`src/rtl/knight_anim_pkg.sv`:
```
// knight_anim_pkg: shared types and helpers for the knight sprite controllers.
//   anim_state_t : animation FSM states (IDLE, PLAY, DONE)
//   SPR_ADDR_W   : sprite ROM address width
//   PAL_IDX_W    : palette index width
//   sprite_addr  : row-major sprite ROM address (dy*w + dx)
package knight_anim_pkg;

  typedef enum logic [1:0] {
    IDLE,
    PLAY,
    DONE
  } anim_state_t;

  localparam int unsigned SPR_ADDR_W = 12;
  localparam int unsigned PAL_IDX_W  = 3;

  function automatic logic [SPR_ADDR_W-1:0] sprite_addr(
    input logic [9:0] dx,
    input logic [9:0] dy,
    input logic [9:0] w
  );
    logic [19:0] p;
    p = 20'(dy) * 20'(w) + 20'(dx);
    return p[SPR_ADDR_W-1:0];
  endfunction

endpackage

```
`src/rtl/sprite_box_addr.sv`:
```
// sprite_box_addr: sprite bounding-box test and registered ROM address.
//   clk, reset    : clock, synchronous active-high reset
//   frame_tick    : (KNIGHT_DEATH_MIRROR_EN only) frame strobe for mirror latch
//   facing_left   : (KNIGHT_DEATH_MIRROR_EN only) mirror request
//   pos_x, pos_y  : sprite box top-left corner
//   draw_x, draw_y: current pixel
//   in_box        : combinational, pixel inside the box
//   address       : registered row-major ROM address, 0 outside the box
// Optional macro: KNIGHT_DEATH_MIRROR_EN adds horizontal mirroring.
import knight_anim_pkg::*;

module sprite_box_addr #(
  parameter int unsigned SPR_W = 50,
  parameter int unsigned SPR_H = 64
) (
  input  logic                  clk,
  input  logic                  reset,
`ifdef KNIGHT_DEATH_MIRROR_EN
  input  logic                  frame_tick,
  input  logic                  facing_left,
`endif
  input  logic [9:0]            pos_x,
  input  logic [9:0]            pos_y,
  input  logic [9:0]            draw_x,
  input  logic [9:0]            draw_y,
  output logic                  in_box,
  output logic [SPR_ADDR_W-1:0] address
);

  logic [10:0] x_end, y_end;
  logic [9:0]  dx, dy, dx_eff;

  // Box end computed in 11 bits so a box hanging off the right/bottom edge
  // does not wrap around to a small value.
  always_comb begin
    x_end  = {1'b0, pos_x} + 11'(SPR_W);
    y_end  = {1'b0, pos_y} + 11'(SPR_H);
    in_box = (draw_x >= pos_x) && ({1'b0, draw_x} < x_end) &&
             (draw_y >= pos_y) && ({1'b0, draw_y} < y_end);
    dx     = draw_x - pos_x;
    dy     = draw_y - pos_y;
  end

`ifdef KNIGHT_DEATH_MIRROR_EN
  logic mirror;

  // Latched only on the frame strobe so one video frame is never torn.
  always_ff @(posedge clk) begin
    if (reset)           mirror <= 1'b0;
    else if (frame_tick) mirror <= facing_left;
  end

  always_comb dx_eff = mirror ? (10'(SPR_W - 1) - dx) : dx;
`else
  always_comb dx_eff = dx;
`endif

  always_ff @(posedge clk) begin
    if (reset)       address <= '0;
    else if (in_box) address <= sprite_addr(dx_eff, dy, 10'(SPR_W));
    else             address <= '0;
  end

endmodule

```
`src/rtl/knight_death_anim_ctrl.sv`:
```
// knight_death_anim_ctrl: knight death animation sequencer.
//   vga_clk     : pixel clock
//   Reset       : synchronous active-high reset
//   frame_tick  : one-cycle pulse per video frame
//   die         : starts the animation from IDLE
//   pos_x/pos_y : sprite box top-left corner
//   DrawX/DrawY : current pixel
//   rom_q       : palette index from the selected frame ROM
//   rom_address : registered sprite ROM address
//   frame_sel   : current animation frame
//   sprite_on   : pixel in box and non-transparent, aligned with index_out
//   index_out   : registered palette index
//   busy / done : animation playing / finished
// Optional macro: KNIGHT_DEATH_MIRROR_EN adds input facing_left.
import knight_anim_pkg::*;

module knight_death_anim_ctrl #(
  parameter int unsigned SPR_W       = 50,
  parameter int unsigned SPR_H       = 64,
  parameter int unsigned NUM_FRAMES  = 4,
  parameter int unsigned HOLD_FRAMES = 8,
  parameter int unsigned ROM_LAT     = 1,
  parameter int unsigned TRANSP_IDX  = 0
) (
  input  logic                  vga_clk,
  input  logic                  Reset,
  input  logic                  frame_tick,
  input  logic                  die,
`ifdef KNIGHT_DEATH_MIRROR_EN
  input  logic                  facing_left,
`endif
  input  logic [9:0]            pos_x,
  input  logic [9:0]            pos_y,
  input  logic [9:0]            DrawX,
  input  logic [9:0]            DrawY,
  input  logic [PAL_IDX_W-1:0]  rom_q,
  output logic [SPR_ADDR_W-1:0] rom_address,
  output logic [1:0]            frame_sel,
  output logic                  sprite_on,
  output logic [PAL_IDX_W-1:0]  index_out,
  output logic                  busy,
  output logic                  done
);

  localparam int unsigned HOLD_W = (HOLD_FRAMES > 1) ? $clog2(HOLD_FRAMES) : 1;

  anim_state_t       state, state_n;
  logic [1:0]        frame_n;
  logic [HOLD_W-1:0] hold_cnt, hold_n;
  logic              in_box;
  logic [ROM_LAT:0]  valid_sr;

  sprite_box_addr #(
    .SPR_W (SPR_W),
    .SPR_H (SPR_H)
  ) u_box (
    .clk         (vga_clk),
    .reset       (Reset),
`ifdef KNIGHT_DEATH_MIRROR_EN
    .frame_tick  (frame_tick),
    .facing_left (facing_left),
`endif
    .pos_x       (pos_x),
    .pos_y       (pos_y),
    .draw_x      (DrawX),
    .draw_y      (DrawY),
    .in_box      (in_box),
    .address     (rom_address)
  );

  // A die on a tick cycle only enters PLAY; the tick is not counted.
  always_comb begin
    state_n = state;
    frame_n = frame_sel;
    hold_n  = hold_cnt;
    case (state)
      IDLE: begin
        if (die) begin
          state_n = PLAY;
          frame_n = '0;
          hold_n  = '0;
        end
      end
      PLAY: begin
        if (frame_tick) begin
          if (hold_cnt == HOLD_W'(HOLD_FRAMES - 1)) begin
            hold_n = '0;
            if (frame_sel == 2'(NUM_FRAMES - 1)) state_n = DONE;
            else                                  frame_n = frame_sel + 2'd1;
          end else begin
            hold_n = hold_cnt + HOLD_W'(1);
          end
        end
      end
      DONE:    ;
      default: state_n = IDLE;
    endcase
  end

  always_ff @(posedge vga_clk) begin
    if (Reset) begin
      state     <= IDLE;
      frame_sel <= '0;
      hold_cnt  <= '0;
      busy      <= 1'b0;
      done      <= 1'b0;
    end else begin
      state     <= state_n;
      frame_sel <= frame_n;
      hold_cnt  <= hold_n;
      busy      <= (state_n == PLAY);
      done      <= (state_n == DONE);
    end
  end

  // in_box rides alongside the address register and ROM read so that
  // valid_sr[ROM_LAT] lines up with rom_q.
  always_ff @(posedge vga_clk) begin
    if (Reset) begin
      valid_sr  <= '0;
      sprite_on <= 1'b0;
      index_out <= '0;
    end else begin
      valid_sr[0] <= in_box;
      for (int unsigned i = 1; i <= ROM_LAT; i++) valid_sr[i] <= valid_sr[i-1];
      index_out <= rom_q;
      sprite_on <= valid_sr[ROM_LAT] && (rom_q != PAL_IDX_W'(TRANSP_IDX));
    end
  end

endmodule

```
`config.mk`:
```
export PLATFORM = sky130hd
export DESIGN_NAME = knight_death_anim_ctrl
export DESIGN_NICKNAME = d
export VERILOG_FILES = /design/src/rtl/knight_anim_pkg.sv /design/src/rtl/sprite_box_addr.sv /design/src/rtl/knight_death_anim_ctrl.sv
export SDC_FILE = /design/constraint.sdc
export NUM_CORES = 1
export LEC_CHECK = 0
export CAP_MARGIN = 5
export CORE_MARGIN = 2
export CORE_UTILIZATION = 53
export DETAILED_ROUTE_END_ITERATION = 10
export HOLD_SLACK_MARGIN = 0.12
export PLACE_DENSITY = 0.95
export SYNTH_ARGS = -nofsm -noshare
export SYNTH_HDL_FRONTEND = slang
export SYNTH_SLANG_ARGS = --single-unit
```
`constraint.sdc`:
```
create_clock -name vga_clk -period 5.4 [get_ports vga_clk]
set_input_delay 0.54 -clock vga_clk [delete_from_list [all_inputs] [get_ports vga_clk]]
set_output_delay 0.54 -clock vga_clk [all_outputs]
set_load 0.1 [all_outputs]
```
# == After elaboration in Yosys (flattened, before gate mapping) ==
# Cells that the tools add are included.
# op_classes
bitwise,1
mux,14
add_sub_neg,7
n_eq_ne,10
multipliers,1
order_cmp,4
n_reduce_logical,10
# ops
op,n
10-bit by 11-bit < comparator with 1-bit output,2
10-bit greater-or-equal comparator,2
10-bit subtractor,2
2-bit two-way mux,8
12-bit by 10-bit adder with 12-bit output,1
"10-bit by 6-bit adder with 11-bit output, second input constant",1
"10-bit by 7-bit adder with 11-bit output, second input constant",1
"10-bit by 5-bit multiplier with 11-bit output, second input constant",1
3-bit two-way mux,3
"2-bit != test, second input constant",4
"2-bit equality test, second input constant",3
2-bit one-hot mux with 3 select lines,1
3-bit one-hot mux with 2 select lines,1
5-bit AND reduction,1
"2-bit by 1-bit equality test with 1-bit output, second input constant",2
1-bit logical AND,4
2-bit one-hot mux with 2 select lines,1
"3-bit by 1-bit adder with 3-bit output, second input constant",1
"3-bit equality test, second input constant",1
3-bit AND reduction,1
3-bit nonzero test,1
"2-bit by 1-bit adder with 2-bit output, second input constant",1
2-bit zero test,1
2-bit nonzero test,1
other kinds (2),2
# word_totals
out_inout_bits,20
inputBits,47
elab_cells,56
register_bits,27

# == Logic depth before layout (Yosys ltp) ==
# Gate-level depths: netlist of the first run.
# logic_depth
depth_word,7
ltp_mapped,22
depth_no_buf,22

# == Modules after synthesis ==
# A second synthesis of the first run with hierarchy kept.
# unflattened
hier_cells,388
hier_area_um2,3301.9
# modules_own_cells
mod,seq_area_each_um2,area_per_inst_um2,instances,cells_per_inst
sprite_box_addr,240.2,2688.8,1,330
knight_death_anim_ctrl,300.3,613.1,1,58

# == Worst setup path after synthesis of the first run ==
# No wires, ideal clock.
# synth_path
path_kind,in2reg
from,input DrawY[0]
to,register u_box.address[10]
slack_ps,960
required_time_ps,5283
setup_ps,117
path_buffers,0
path_stages,21
t_arrival_ps,4323
path_cell_list,inv_1 > ha_1 > inv_1 > fa_1 > a21oi_2 > inv_1 > a21oi_1 > xnor2_1 > ha_1 > ha_1 > inv_1 > fa_1 > inv_1 > ha_1 > a21oi_1 > xnor2_1 > ha_1 > or3_1 > o21ai_0 > xnor2_1 > nor2b_1
# synth_between
elab_chain_cells,5
word_cells_on_any_way,9
cone_classes,add/sub (2); mul (1); order compare (2); bitwise (1); reduce/logical (3)
# synth_rtl
item,line_no,text
from (decl),knight_death_anim_ctrl.sv:35,"input logic [9:0] DrawY,"
"parallel branches: the longest is 5 deep, another holds 12-bit by 10-bit adder with 12-bit output",n/a,
to (signal assigned),sprite_box_addr.sv:60,"else if (in_box) address <= sprite_addr(dx_eff, dy, 10'(SPR_W));"
to (decl),sprite_box_addr.sv:27,output logic [SPR_ADDR_W-1:0] address
# Parallel ways; which one is timed is not known.
# A chain may end at the register's enable or synchronous reset.

# == Worst setup path after layout of the first run ==
# layout_path
from,input pos_y[0]
to,register u_box.address[11]
# layout_between
elab_chain_cells,5
word_cells_on_any_way,10
cone_classes,add/sub (3); mul (1); order compare (2); bitwise (1); reduce/logical (3)
# layout_rtl
item,line_no,text
from (decl),knight_death_anim_ctrl.sv:33,"input logic [9:0] pos_y,"
"parallel branches: the longest is 5 deep, another holds 12-bit by 10-bit adder with 12-bit output",n/a,
# Parallel ways; which one is timed is not known.

==> results.sh, run 1 <==
export IMPL_synth_cell_types=53
export IMPL_min_path_type="flip-flop to flip-flop"
export IMPL_nets=568
export IMPL_grt_antenna_before_repair=0
export IMPL_setup_tns_ps=0
export IMPL_post_cts_resized=0
export IMPL_p_per_area_mw_per_mm2=420
export IMPL_grtUsageMet1=0.264
export IMPL_cts_hold_buf=0
export IMPL_wl_per_cell_um=14.4
export IMPL_syn_nets=499
export IMPL_area_delta_synth_final_pct=25.1
export IMPL_cellLeakagePower_nw=1.85
export IMPL_status="completed"
export IMPL_grt_busiest_layer="met2"
export IMPL_peakVddDrop_mv=0.369
export IMPL_ctsHtreeMaxLevel=1
export IMPL_core_mm2=0.00585
export IMPL_use_met3=0.0233
export IMPL_ys_seq_area_frac=0.171
export IMPL_antennaDiodeCount=0
export IMPL_rows=28
export IMPL_numCtsBuffers=3
export IMPL_die_h_um=81.3
export IMPL_drt_wl_total_um=7470
export IMPL_fin_worst_skew_ps=4.31
export IMPL_pin_count=67
export IMPL_yosys_area_top_type_share=0.265
export IMPL_cts_sinks=27
export IMPL_synth_top_area_cell="ha_1"
export IMPL_firstDrtPassIters=7
export IMPL_crit_type="input port to flip-flop"
export IMPL_start_kind="input port"
export IMPL_postCtsSetupRepairBufs=0
export IMPL_grt_use_met2=0.445
export IMPL_place_area_mm2=0.00391
export IMPL_finalWeightedCongestion=0.930
export IMPL_dieArea_mm2=0.00660
export IMPL_async_flop_share=0
export IMPL_slew_headroom=0.346
export IMPL_grt_setup_unrepaired="no"
export IMPL_min_period_ps=5030
export IMPL_reg2reg_depth=3
export IMPL_final_core_util=0.676
export IMPL_clk_pin_slew_ps=90
export IMPL_fp_dieW_um=81.3
export IMPL_grt_overflow_total=0
export IMPL_finalHoldViolCount=0
export IMPL_synth_seq_cells=27
export IMPL_netlist_area_mm2=0.00316
export IMPL_grtUsageTotal=0.230
export IMPL_max_freq_mhz=199
export IMPL_cap_violations=0
export IMPL_min_period_over_period=0.931
export IMPL_place_hpwl_um=6180
export IMPL_synth_edff_count=0
export IMPL_synth_main_ff_cell="dfxtp_1"
export IMPL_port_buffers=66
export IMPL_layout_drive_gt1_share=0.0180
export IMPL_final_area_mm2=0.00396
export IMPL_required_ps=5540
export IMPL_start_util=0.541
export IMPL_num_vias=2970
export IMPL_critPathCaptureType="flip-flop"
export IMPL_viasPerCell=5.71
export IMPL_worst_pin_slew_ps=978
export IMPL_fillCellCount=453
export IMPL_path_max_fanout=5
export IMPL_min_path_cells=1
export IMPL_antenna_left=0
export IMPL_yosys_warnings=0
export IMPL_first_iter_violations=198
export IMPL_grt_max_degree=17
export IMPL_drc_errors=0
export IMPL_cts_tree="yes"
export IMPL_syn_inst=377
export IMPL_clkLatencyLatePin_ps=270
export IMPL_grt_pass1_wl_um=12200
export IMPL_final_max_slew_viol_count=0
export IMPL_arrival_ps=5170
export IMPL_setup_viol=0
export IMPL_clk_path_buf_depth=2
export IMPL_syn_avg_cell_area_um2=8.39
export IMPL_grt_pass1_vias=2922
export IMPL_cts_root_buf="clkbuf_8"
export IMPL_synthTopCellsByArea="ha_1 27%, dfxtp_1 17%, inv_1 6.4%"
==> path summary, 6_finish.rpt <==
check	from	endpoint	slack, ps
max	pos_y[0]	u_box.address[11]	370
min	valid_sr[1]	sprite_on	460
max reg2reg	state[0]	hold_cnt[0]	3750
min reg2reg	valid_sr[1]	sprite_on	460
==> stage by stage <==
| step | hold WS (ps) | power (mW) | worst slack [ps] | instances |
|---|---|---|---|---|
| after floorplan | 414 | 1.24 | 960 | 377 |
| after global placement | 416 | 1.42 | 285 | 516 |
| after detailed placement | 440 | 1.51 | 124 | 516 |
| after CTS | 465 | 1.64 | 387 | 520 |
| after global routing | 471 | 1.82 | 80.5 | 520 |
| final | 463 | 1.66 | 371 | 520 |
==> cells in the mapped netlist, types with 9 or more instances <==
cell type	number
dfxtp_1	27
xnor2_1	22
ha_1	67
nor2_1	25
a21oi_1	24
nor3_1	15
nor2b_1	11
nand3_1	9
o21ai_0	11
inv_1	54
nand2_1	15
==> sequential cells by signal (all words and copies together), names as in the netlist <==
register       count
state              2
u_box.address     12
hold_cnt           3
busy               1
frame_sel          2
sprite_on          1
done               1
index_out          3
valid_sr           2
==> area by class of cell <==
cell class	instances	area (um2)	share of cell area
Timing Repair Buffer	66	661	0.167
Sequential cell	27	541	0.137
Multi-Input combinational cell	294	2410	0.609
Tap cell	75	93.8	0.0237
Clock buffer	3	41.3	0.0104
Inverter	54	203	0.0512
Clock inverter	1	7.51	0.00190
==> logic make-up after synthesis <==
logic type,synth area share
AND/OR/NAND/NOR,0.165
buffers and inverters,0.0668
flip-flops,0.171
XOR/XNOR,0.0973
adder cells (fa/ha/maj),0.316
AO/OA/AOI/OAI,0.185
==> cell usage in the layout (no fill, tap or decap), drive strengths merged, types with 4 or more instances in the layout <==
cell type / n
nor3b: 4
o21ai: 13
ha: 67
a21oi: 25
inv: 54
nand2: 15
nor2: 25
dfxtp: 27
nand4: 5
nand2b: 8
nor3: 15
nor2b: 11
o21a: 6
clkdlybuf4s50: 66
a21o: 8
nand3: 9
xor2: 8
xnor2: 22
fa: 8
==> where the power goes <==
part	leakage, nW	switching, mW	internal (mW)
sequential	0.219	0.00391	0.209
clock	0.0217	0.0644	0.0524
combinational	1.61	0.733	0.597
total	1.85	0.801	0.859
==> critical path, cell delays in order <==
cell             delay [ps]
clkdlybuf4s50_1         460
ha_1                    160
inv_1                    60
fa_1                    420
a21oi_2                 220
inv_1                    60
a21oi_1                 170
xnor2_1                 220
ha_1                    300
ha_1                    280
inv_1                    50
fa_1                    520
inv_1                    40
ha_1                    360
a21oi_1                 180
xnor2_1                 110
ha_1                    220
or3_1                   340
o211ai_1                240
xnor2_1                 160
nor2_1                   60
==> per-layer routing <==
metal	up-vias	wire length, um
li1	1465	-
met2	115	3880
met1	1371	3030
met3	19	412
met4	0	143
met5	-	0
Note: power is estimated with default switching activity, not from simulation.
==> run 2, diff against run 1 <==
--- a/config.mk
+++ b/config.mk
@@ -6,10 +6,11 @@
 export NUM_CORES = 1
 export LEC_CHECK = 0
 export CAP_MARGIN = 5
+export CORE_ASPECT_RATIO = 0.6
 export CORE_MARGIN = 2
 export CORE_UTILIZATION = 53
 export DETAILED_ROUTE_END_ITERATION = 10
-export HOLD_SLACK_MARGIN = 0.12
+export HOLD_SLACK_MARGIN = 0.08
 export PLACE_DENSITY = 0.95
 export SYNTH_ARGS = -nofsm -noshare
 export SYNTH_HDL_FRONTEND = slang
==> results.sh, run 2 (synthesis gave the netlist of run 1 again) <==
export IMPL_status="completed"
export IMPL_final_common_cell="ha_1"
export IMPL_grt_pass1_wl_um=13400
export IMPL_fin_worst_skew_ps=1.53
export IMPL_grt_pass1_vias=2988
export IMPL_grt_setup_unrepaired="no"
export IMPL_min_period_ps=5050
export IMPL_clk_path_buf_depth=2
export IMPL_pin_count=67
export IMPL_crit_chain="clkdlybuf4s50_1, inv_1, ha_1, nand2b_1, a21oi_1, o31ai_1, nor2b_1, xnor2_1, ha_1, ha_1, inv_1, fa_1, inv_1, ha_1, o21ai_0, o21bai_1, a21oi_1, xnor3_1, xnor3_1, xnor2_1, nor2_1"
export IMPL_largest_register_ffs=12
export IMPL_nets=569
export IMPL_ctsHtreeMaxLevel=1
export IMPL_num_vias=2970
export IMPL_firstDrtPassIters=5
export IMPL_finalHoldViolCount=0
export IMPL_min_period_over_period=0.935
export IMPL_drt_wl_total_um=7670
export IMPL_required_ps=5540
export IMPL_slew_headroom=0.334
export IMPL_fillCellCount=463
export IMPL_start_kind="input port"
export IMPL_drc_errors=0
export IMPL_grt_max_degree=17
export IMPL_post_cts_resized=0
export IMPL_dieArea_mm2=0.00662
export IMPL_place_hpwl_um=6460
export IMPL_finalWeightedCongestion=0.863
export IMPL_power_total_mw=1.64
export IMPL_grt_overflow_total=0
export IMPL_worst_path_stages=21
export IMPL_first_iter_violations=144
export IMPL_reg_top3="u_box.address x12, hold_cnt x3, index_out x3"
export IMPL_postCtsSetupRepairBufs=0
export IMPL_core_mm2=0.00568
export IMPL_fin_hold_ws_ps=454
export IMPL_reg2reg_depth=3
export IMPL_viasPerCell=5.65
export IMPL_crit_family="adder cells"
export IMPL_cts_sinks=27
export IMPL_p_per_area_mw_per_mm2=414
export IMPL_clk_pin_slew_ps=90
export IMPL_cts_hold_buf=0
export IMPL_rows=21
export IMPL_grt_antenna_before_repair=0
export IMPL_max_freq_mhz=198
export IMPL_largest_register="u_box.address"
export IMPL_path_max_fanout=4
export IMPL_crit_type="input port to flip-flop"
export IMPL_setup_viol=0
export IMPL_crit_buf_inv=4
export IMPL_start_util=0.557
export IMPL_layout_common_cells="67 x ha_1, 66 x clkdlybuf4s50_1, 54 x inv_1"
export IMPL_crit_slowest_cell="fa_1"
export IMPL_fp_dieW_um=104
export IMPL_peakVddDrop_mv=0.295
export IMPL_die_h_um=63.8
export IMPL_clkLatencyLatePin_ps=270
export IMPL_ff2ff_setup_slack_ps=3740
export IMPL_cts_tree="yes"
export IMPL_antennaDiodeCount=0
export IMPL_cpPeakStageDelay_ps=530
export IMPL_port_buffers=66
export IMPL_wl_per_cell_um=14.6
export IMPL_arrival_ps=5190
export IMPL_cellLeakagePower_nw=1.85
export IMPL_numCtsBuffers=3
export IMPL_critPathCaptureType="flip-flop"
export IMPL_min_path_cells=1
export IMPL_cts_root_buf="clkbuf_8"
export IMPL_cap_violations=0
export IMPL_final_core_util=0.700
export IMPL_final_max_slew_viol_count=0
export IMPL_layout_drive_gt1_share=0.0202
export IMPL_grtUsageTotal=0.240
export IMPL_cpMostUsedCell="ha_1"
export IMPL_worst_pin_slew_ps=996
export IMPL_min_path_type="flip-flop to flip-flop"
export IMPL_area_delta_synth_final_pct=25.6
export IMPL_setup_tns_ps=0
export IMPL_antenna_left=0
-- run 2: worst paths after layout --
check                   start                 to
hold reg to reg   valid_sr[0]        valid_sr[1]
setup / recovery     pos_y[1]  u_box.address[11]
setup reg to reg     state[0]        hold_cnt[0]
hold / removal    valid_sr[0]        valid_sr[1]
-- run 2: final cells by class --
type	count	area, um2	area share
multi-input combinational	294	2410	0.607
timing repair buffer	67	668	0.168
sequential	27	541	0.136
inverter	54	203	0.0510
tap	80	100	0.0252
clock buffer	3	41.3	0.0104
clock inverter	1	7.51	0.00189
-- run 2: report_power, final --
part / switching, mW / total, mW / internal, mW / leakage (nW)
clock network: 0.0602 / 0.112 / 0.0522 / 0.0217
registers: 0.00422 / 0.214 / 0.209 / 0.219
logic: 0.721 / 1.32 / 0.598 / 1.61
total: 0.785 / 1.64 / 0.859 / 1.85
-- run 2: routing by layer --
metal / vias to the layer above / part of all wire / wire length [um] / GRT usage
li1: 1471 / - / - / -
met1: 1367 / 0.46 / 3530 / 0.320
met2: 118 / 0.45 / 3490 / 0.421
met3: 14 / 0.073 / 562 / 0.0408
met4: 0 / 0.013 / 96 / 0.0355
met5: - / 0 / 0 / 0
-- run 2: stage by stage --
| step | std cells | setup WS [ps] | cell area, um2 |
|---|---|---|---|
| after floorplan | 377 | 960 | 3160 |
| final | 526 | 350 | 3970 |
| after CTS | 526 | 438 | 3970 |
| after global placement | 522 | 290 | 3920 |
| after global routing | 526 | 140 | 3970 |
| after detailed placement | 522 | 176 | 3920 |
